==> src/rtl/ocx_dlx_rx_gbx.sv <==
// ocx_dlx_rx_gbx - receive gearbox: block lock, header classification,
// EDPL parity checking and registered forwarding to the DLX rx framer.
//
// Optional feature macro: OCX_DLX_RX_EDPL_EN
//   defined   : EDPL tracking/check/counter present, 00/11 headers valid
//               when edpl_ena=1.
//   undefined : edpl outputs tied to 0, edpl_ena ignored, 00/11 invalid.
//
// Ports
//   dlx_clk, dlx_reset_n        clock, async active-low reset
//   phy_dlx_rx_valid/header/data block from the PHY (valid low = pause)
//   edpl_ena                    far end uses EDPL header encoding
//   dlx_phy_rx_slip             one-cycle bit-slip request
//   gb_rx_locked                block lock achieved
//   gb_rx_valid/ctl/data        forwarded block, one cycle after input
//   gb_rx_edpl_err/edpl_cnt     parity mismatch pulse, saturating count
//
// state  | meaning
// HUNT   | counting consecutive valid headers toward lock
// SLIP   | slip issued, ignoring input for SLIP_WAIT cycles
// LOCKED | forwarding; counting bad headers per window
module ocx_dlx_rx_gbx #(
   parameter int LOCK_GOOD = 32,
   parameter int BAD_LIMIT = 8,
   parameter int WINDOW    = 64,
   parameter int SLIP_WAIT = 16
) (
   input  logic        dlx_clk,
   input  logic        dlx_reset_n,
   input  logic        phy_dlx_rx_valid,
   input  logic [1:0]  phy_dlx_rx_header,
   input  logic [63:0] phy_dlx_rx_data,
   input  logic        edpl_ena,
   output logic        dlx_phy_rx_slip,
   output logic        gb_rx_locked,
   output logic        gb_rx_valid,
   output logic        gb_rx_ctl,
   output logic [63:0] gb_rx_data,
   output logic        gb_rx_edpl_err,
   output logic [7:0]  gb_rx_edpl_cnt
);

   localparam int GW = $clog2(LOCK_GOOD + 1);
   localparam int SW = $clog2(SLIP_WAIT + 1);
   localparam int WW = $clog2(WINDOW + 1);
   localparam int BW = $clog2(BAD_LIMIT + 1);

   typedef enum logic [1:0] {HUNT = 2'd0, SLIP = 2'd1, LOCKED = 2'd2} state_t;

   state_t        state;
   logic [GW-1:0] good_cnt;
   logic [SW-1:0] slip_tmr;
   logic [WW-1:0] win_cnt;
   logic [BW-1:0] bad_cnt;
   logic          hdr_ctl, hdr_odd, hdr_ok, edpl_on, lock_now, fwd;

`ifdef OCX_DLX_RX_EDPL_EN
   assign edpl_on = edpl_ena;
`else
   logic edpl_unused;
   assign edpl_unused = edpl_ena;
   assign edpl_on     = 1'b0;
`endif

   assign hdr_ctl  = (phy_dlx_rx_header == 2'b10);
   assign hdr_odd  = (phy_dlx_rx_header[1] == phy_dlx_rx_header[0]);
   assign hdr_ok   = (phy_dlx_rx_header == 2'b01) || hdr_ctl || (hdr_odd && edpl_on);
   // the block completing lock is itself the first one forwarded
   assign lock_now = (state == HUNT) && (good_cnt == GW'(LOCK_GOOD - 1));
   assign fwd      = phy_dlx_rx_valid && hdr_ok && ((state == LOCKED) || lock_now);

   assign gb_rx_locked = (state == LOCKED);

   always_ff @(posedge dlx_clk or negedge dlx_reset_n) begin
      if (!dlx_reset_n) begin
         state           <= HUNT;
         good_cnt        <= '0;
         slip_tmr        <= '0;
         win_cnt         <= '0;
         bad_cnt         <= '0;
         dlx_phy_rx_slip <= 1'b0;
      end else begin
         dlx_phy_rx_slip <= 1'b0;
         case (state)
            HUNT: begin
               if (phy_dlx_rx_valid) begin
                  if (!hdr_ok) begin
                     good_cnt        <= '0;
                     slip_tmr        <= SW'(SLIP_WAIT - 1);
                     dlx_phy_rx_slip <= 1'b1;
                     state           <= SLIP;
                  end else if (lock_now) begin
                     good_cnt <= '0;
                     win_cnt  <= '0;
                     bad_cnt  <= '0;
                     state    <= LOCKED;
                  end else begin
                     good_cnt <= good_cnt + 1'b1;
                  end
               end
            end
            SLIP: begin
               // wait runs on every clock, paused or not
               if (slip_tmr == '0) state <= HUNT;
               else                slip_tmr <= slip_tmr - 1'b1;
            end
            LOCKED: begin
               if (phy_dlx_rx_valid) begin
                  if (!hdr_ok && (bad_cnt == BW'(BAD_LIMIT - 1))) begin
                     // loss of lock wins over a coincident window wrap
                     good_cnt <= '0;
                     win_cnt  <= '0;
                     bad_cnt  <= '0;
                     state    <= HUNT;
                  end else if (win_cnt == WW'(WINDOW - 1)) begin
                     win_cnt <= '0;
                     bad_cnt <= '0;
                  end else begin
                     win_cnt <= win_cnt + 1'b1;
                     if (!hdr_ok) bad_cnt <= bad_cnt + 1'b1;
                  end
               end
            end
            default: state <= HUNT;
         endcase
      end
   end

   always_ff @(posedge dlx_clk or negedge dlx_reset_n) begin
      if (!dlx_reset_n) begin
         gb_rx_valid <= 1'b0;
         gb_rx_ctl   <= 1'b0;
         gb_rx_data  <= '0;
      end else begin
         gb_rx_valid <= fwd;
         if (fwd) begin
            gb_rx_ctl  <= hdr_ctl;
            gb_rx_data <= phy_dlx_rx_data;
         end
      end
   end

`ifdef OCX_DLX_RX_EDPL_EN
   // prev_odd: parity of last forwarded data block; hist_vld: a data block
   // has been seen since lock/control; phase_11: next odd header is 11
   logic       prev_odd, hist_vld, phase_11, err_q, chk, mism;
   logic [7:0] err_cnt;

   assign chk  = fwd && !hdr_ctl && edpl_ena && hist_vld;
   assign mism = chk && (prev_odd ? !(hdr_odd && (phy_dlx_rx_header[0] == phase_11))
                                  : (phy_dlx_rx_header != 2'b01));

   always_ff @(posedge dlx_clk or negedge dlx_reset_n) begin
      if (!dlx_reset_n) begin
         prev_odd <= 1'b0;
         hist_vld <= 1'b0;
         phase_11 <= 1'b0;
         err_q    <= 1'b0;
         err_cnt  <= '0;
      end else begin
         err_q <= mism;
         if (mism && (err_cnt != 8'hff)) err_cnt <= err_cnt + 1'b1;
         if (!fwd) begin
            if (state != LOCKED) begin
               prev_odd <= 1'b0;
               hist_vld <= 1'b0;
               phase_11 <= 1'b0;
            end else if (!edpl_ena) begin
               prev_odd <= 1'b0;
            end
         end else if (hdr_ctl) begin
            hist_vld <= 1'b0;
         end else begin
            hist_vld <= 1'b1;
            prev_odd <= edpl_ena && (^phy_dlx_rx_data);
            if (chk && prev_odd) phase_11 <= ~phase_11;
         end
      end
   end

   assign gb_rx_edpl_err = err_q;
   assign gb_rx_edpl_cnt = err_cnt;
`else
   assign gb_rx_edpl_err = 1'b0;
   assign gb_rx_edpl_cnt = 8'h00;
`endif

endmodule
==> config.mk <==
export PLATFORM = sky130hd
export DESIGN_NAME = ocx_dlx_rx_gbx
export DESIGN_NICKNAME = d
export VERILOG_FILES = /design/src/rtl/ocx_dlx_rx_gbx.sv
export SDC_FILE = /design/constraint.sdc
export NUM_CORES = 1
export LEC_CHECK = 0
export BUFFER_PORTS_ARGS = -buffer_cell sky130_fd_sc_hd__buf_2
export CAP_MARGIN = 20
export CORE_ASPECT_RATIO = 1.1
export CORE_MARGIN = 5
export CORE_UTILIZATION = 44
export CTS_CLUSTER_SIZE = 8
export DETAILED_ROUTE_END_ITERATION = 10
export PLACE_DENSITY = 0.84
export SLEW_MARGIN = 20
export SYNTH_ARGS = -nofsm -noshare
export SYNTH_HDL_FRONTEND = slang
export SYNTH_SLANG_ARGS = --single-unit
export TNS_END_PERCENT = 1
==> constraint.sdc <==
create_clock -name dlx_clk -period 1.8 [get_ports dlx_clk]
set_input_delay 0.09 -clock dlx_clk [delete_from_list [all_inputs] [get_ports dlx_clk]]
set_output_delay 0.09 -clock dlx_clk [all_outputs]
set_load 0.01 [all_outputs]
## After elaboration in Yosys (flattened, before gate mapping)

Index checks and enable logic that the tools add are counted.

| storage, ports and cells | value |
|---|---|
| bits in registers | 91 |
| input port bits | 70 |
| output and inout port bits | 77 |
| logic and storage cells | 81 |

| cells by class | value |
|---|---|
| add/subtract/negate cells | 4 |
| eq/ne operators | 17 |
| mux-type cells | 35 |
| reduce and logical (&&, ||, !) cells | 16 |

Operators with widths:

| cell | number |
|---|---|
| $mux W7 | 6 |
| $mux W6 | 5 |
| $mux W4 | 7 |
| $mux W5 | 3 |
| $ne A2 B2 Y1 const B | 7 |
| $pmux W7 S2 | 1 |
| $mux W2 | 6 |
| $pmux W6 S2 | 1 |
| $pmux W5 S2 | 1 |
| $reduce_and A5 Y1 | 2 |
| $pmux W4 S2 | 1 |
| $reduce_and A4 Y1 | 2 |
| $add A7 B1 Y7 const B | 1 |
| $eq A7 B6 Y1 const B | 1 |
| $add A6 B1 Y6 const B | 1 |
| $eq A6 B5 Y1 const B | 1 |
| $pmux W2 S3 | 1 |
| $reduce_and A6 Y1 | 1 |
| $logic_not A5 Y1 | 1 |
| $sub A5 B1 Y5 const B | 1 |
| $add A4 B1 Y4 const B | 1 |
| $eq A2 B1 Y1 const B | 2 |
| $eq A2 B2 Y1 const B | 2 |
| $eq A4 B3 Y1 const B | 1 |
| 9 further kinds | 16 |

## Longest topological paths before layout

| depth | value |
|---|---|
| word-level depth | 7 |
| gate-level depth with buffers | 7 |

## Worst setup path after synthesis

Ideal clock, no wire load.

| path | value |
|---|---|
| path type | register to register |
| from | register good_cnt[5] |
| to | register gb_rx_ctl |
| setup time | 0.127 ns |
| arrival time | 1.583 ns |
| required time | 1.673 ns |
| slack | 0.089 ns |
| stages on the path, launching flop included | 7 |
| path buffers | 2 |
| period minus slack after synthesis | 1.711 ns |
| cells stage by stage | dfrtp_1 and2b_1 a41oi_2 nor3_2 buf_4 buf_6 mux2_1 |

| between the ends | value |
|---|---|
| word-level cells in the longest chain between the ends | 4 |

RTL lines:

| item | RTL line | RTL |
|---|---|---|
| start, declared | 51 | `logic [GW-1:0] good_cnt;` |
| start signal, assigned | 98 | `good_cnt <= good_cnt + 1'b1;` |
| $eq A6 B5 Y1 | 69 | `assign lock_now = (state == HUNT) && (good_cnt == GW'(LOCK_GOOD - 1));` |
| $logic_and A1 B1 Y1 | 69 |  |
| $logic_or A1 B1 Y1 | 70 | `assign fwd = phy_dlx_rx_valid && hdr_ok && ((state == LOCKED) \|\| lock_now);` |
| $logic_and A1 B1 Y1 | 70 |  |
| end signal, assigned | 137 | `gb_rx_ctl <= hdr_ctl;` |
| end, declared | 37 | `output logic gb_rx_ctl,` |

No other way between the ends.
A chain may end at the register's enable or synchronous reset.

## Final worst setup path

| path | value |
|---|---|
| from | register good_cnt[5] |
| to | register gb_rx_data[39] |

| between the ends | value |
|---|---|
| word-level cells in the longest chain between the ends | 4 |

RTL lines:

| item | RTL line | RTL |
|---|---|---|
| $eq A6 B5 Y1 | 69 |  |
| $logic_and A1 B1 Y1 | 69 |  |
| $logic_or A1 B1 Y1 | 70 |  |
| $logic_and A1 B1 Y1 | 70 |  |
| end signal, assigned | 138 | `gb_rx_data <= phy_dlx_rx_data;` |
| end, declared | 38 | `output logic [63:0] gb_rx_data,` |

No other way between the ends.

==> impl_metrics.toml <==
[status]
run_status = "finished, violations left"
violations = "negative setup slack"

[global_route]
grt_pass1_vias = 3294
overflow = 0
track_usage = 0.187
grt_max_degree = 48
antenna_found_initial = 0
grt_first_pass_wirelength_mm = 16.1

[worst_setup_path]
r2r_start = "good_cnt[5]"
worstPathCellList = "and2b_1 > a41oi_2 > nor3_4 > buf_4 > buf_16 > mux2_1"
critPathLaunch = "good_cnt[5]"
crit_family = "simple AND/OR/NAND/NOR gates"
cp_slowest_cell = "dfrtp_1"
start_kind = "flip-flop"
arrival_ps = 2040
worst_ep_required_time_ps = 2020
crit_fanout = 18
end_kind = "flip-flop"
path_buf_inv = 2
path_class = "flip-flop to flip-flop"
slowest_delay_ps = 390

[power]
cellPowerDensity_nw_per_um2 = 854
power_w = 0.00504
switching_power_w = 0.00144
p_int_w = 0.00360
power_switching_share = 0.286
p_leak_nw = 3.05
seqPwrFrac = 0.500
combPwrFrac = 0.226
irDropWorstVdd_mv = 0.557
clock_power_share = 0.275

[clock_tree]
cts.clk_slew.worst_paths_ps = 90
clock-root-buffer = "clkbuf_8"
clockBufferDepth = 2
clk-insertion-delay-late_ps = 350
clock-sinks = 91
htreeDepth = 3
cts_tree = "yes"
cts-buffers-inserted = 9

[timing]
finalWorstSetupSlack_ps = -16.9
worstMarginPinSlew_ps = 596
skew_ps = 8.39
slew_headroom = 0.603
final_max_slew_viol_count = 0
setup_tns_ps = -28.6
fin_crit_sh = 1.01
fin_crit_ps = 1820
hold_viol = 0
rsz0062_at_grt = "yes"
fmax_ghz = 0.550
final-setup-viol-count = 4
worst_hold_slack_ps = 122

[yosys]
synth.avg_cell_area_um2 = 13.5
synthTopCellsByArea = "dfrtp_1, mux2_1, mux2_2, buf_4, ha_1"
synth_top_family_by_area = "multiplexers"
synth_cell_types = 51
netlist.top_cell.by_area = "dfrtp_1"
synth.mux.area_fraction = 0.195
netlist_top_cells_count = "dfrtp_1, mux2_1, mux2_2"
synth_xor_area_frac = 0.00893
synthArstFlopShare = 1.00
synth-seq-cells = 91
synth_compound_area_frac = 0.0727
synth_edf_count = 0
yosysMostFrequentCell = "dfrtp_1"
syn_area_um2 = 3920
synth.yosys.seq_area_share = 0.581
synthAdderAreaFrac = 0.0159
ys.flop_type = "dfrtp_1"
yosysWarningCount = 0
yosys.area_share.simple = 0.0797
synthCells = 290
synth.top_cell.area_share = 0.581

[cells_and_area]
nets = 593
fin_area_um2 = 5900
area_delta_synth_final_pct = 50.4
drive_gt1_frac = 0.461
antennaDiodeCount = 0

[drt]
vias = 3125
drtIter0Drc = 135
wl_per_cell_um = 16.6
via_per_inst = 4.91
drcViolationCount = 0
drtAntennaViolNets = 0
drt_first_pass_iters = 5
wl_mm = 10.6

[die]
die_w_um = 100
die_y_um = 109
ios = 147
num_rows = 36
die_area_um2 = 10900
core_um2 = 8780
initial_core_util = 0.447

[place]
dpl_cell_area_um2 = 4840
hpwl_mm = 6.26
dpl_worst_slack_ps = -26.7
numPortBuffers = 136
place_congestion = 0.758

[min_path]
hp-class = "input pin to flip-flop"
hold_start = "phy_dlx_rx_valid"

[run]
maxCapViolCount = 0
==> power by group through the flow <==
stage / registers, W / logic [W] / clock network, W
global placement: 0.00252 / 0.000906 / 0
CTS: 0.00250 / 0.00106 / 0.00143
detailed placement: 0.00254 / 0.000943 / 0
finish: 0.00252 / 0.00114 / 0.00138
global route: 0.00256 / 0.00126 / 0.00151
floorplan: 0.00261 / 0.000408 / 0
==> kinds of logic (layout without fill, tap and decap cells) <==
| logic type | count (synthesis) | in the layout |
|---|---|---|
| DFF | 91 | 91 |
| muxes | 68 | 68 |
| and+or+nand+nor | 53 | 53 |
| AOI/OAI and AO/OA | 39 | 39 |
| buffers and inverters | 29 | 254 |
| adders and majority gates | 5 | 5 |
| xor gates and xnor gates | 4 | 4 |
| other | 1 | 9 |
==> stage by stage <==
stage          instances  utilization
6_report             637        0.672
5_1_grt              637        0.672
4_1_cts              637        0.658
3_5_place_dp         551        0.551
3_3_place_gp         551        0.551
2_1_floorplan        298            -
==> worst register-to-register path, delay by kind of cell (launching register included) <==
kind	cells	cell delay (ps)
AO/OA/AOI/OAI	1	160
buffers and inverters	2	340
flip-flops	1	390
multiplexers	1	340
AND/OR/NAND/NOR	2	470
==> cells in the final DEF (no fill, tap or decap), types with 4 or more instances in the layout <==
master | Yosys | routed
buf_2 | 3 | 135
dfrtp_1 | 91 | 91
dlygate4sd3_1 | 0 | 65
mux2_4 | 0 | 27
mux2_2 | 23 | 23
buf_4 | 10 | 21
mux2_1 | 45 | 18
inv_1 | 11 | 11
nor2_1 | 9 | 9
conb_1 | 1 | 9
clkbuf_8 | 0 | 9
o21ai_0 | 8 | 8
nand2_1 | 9 | 8
a21oi_1 | 7 | 7
nor2b_1 | 6 | 6
nand3_1 | 5 | 5
nand2b_1 | 4 | 4
a22o_1 | 4 | 4
ha_2 | 0 | 4
==> per-layer routing <==
layer  wire length [um]  GRT usage  part of all wire  up-vias
met5                  0          0                 0        -
met4                180     0.0481             0.017        0
met3                565     0.0435             0.053       17
met2               5800      0.358              0.55      101
met1               4030      0.207              0.38     1538
li1                   -          -                 -     1469
==> flip-flops by register name, summed over array words and instances (netlist names) <==
signal and count:
good_cnt 6, win_cnt 7, slip_tmr 5, gb_rx_data 64, bad_cnt 4, gb_rx_ctl 1, state 2, dlx_phy_rx_slip 1
gb_rx_valid 1
==> repair_timing <==
item	4_1_cts	5_1_grt
resized for setup	4	36
setup endpoints to repair	39	76
cloned	2	0
endpoints found under the hold margin	110	0
hold buffers	65	0
setup buffers	3	0
pin swaps	2	2
==> final cells by class <==
type,instances,area (um2)
clock buffer,10,128
clock inverter,6,75.1
fill,589,2890
inverter,11,41.3
multi-input combinational,178,1620
sequential,91,2280
tap,114,143
timing repair buffer,227,1610
==> final timing paths <==
kind	endpoint	slack, ps	cells after the start
max	gb_rx_data[39]	-20	6
min in group asynchronous	gb_rx_data[0]	340	2
min	state[1]	120	4
min reg2reg	gb_rx_data[47]	490	1
max reg2reg	gb_rx_data[39]	-20	6
max in group asynchronous	gb_rx_data[13]	810	3
No activity file was read; power rests on OpenSTA's default activity.
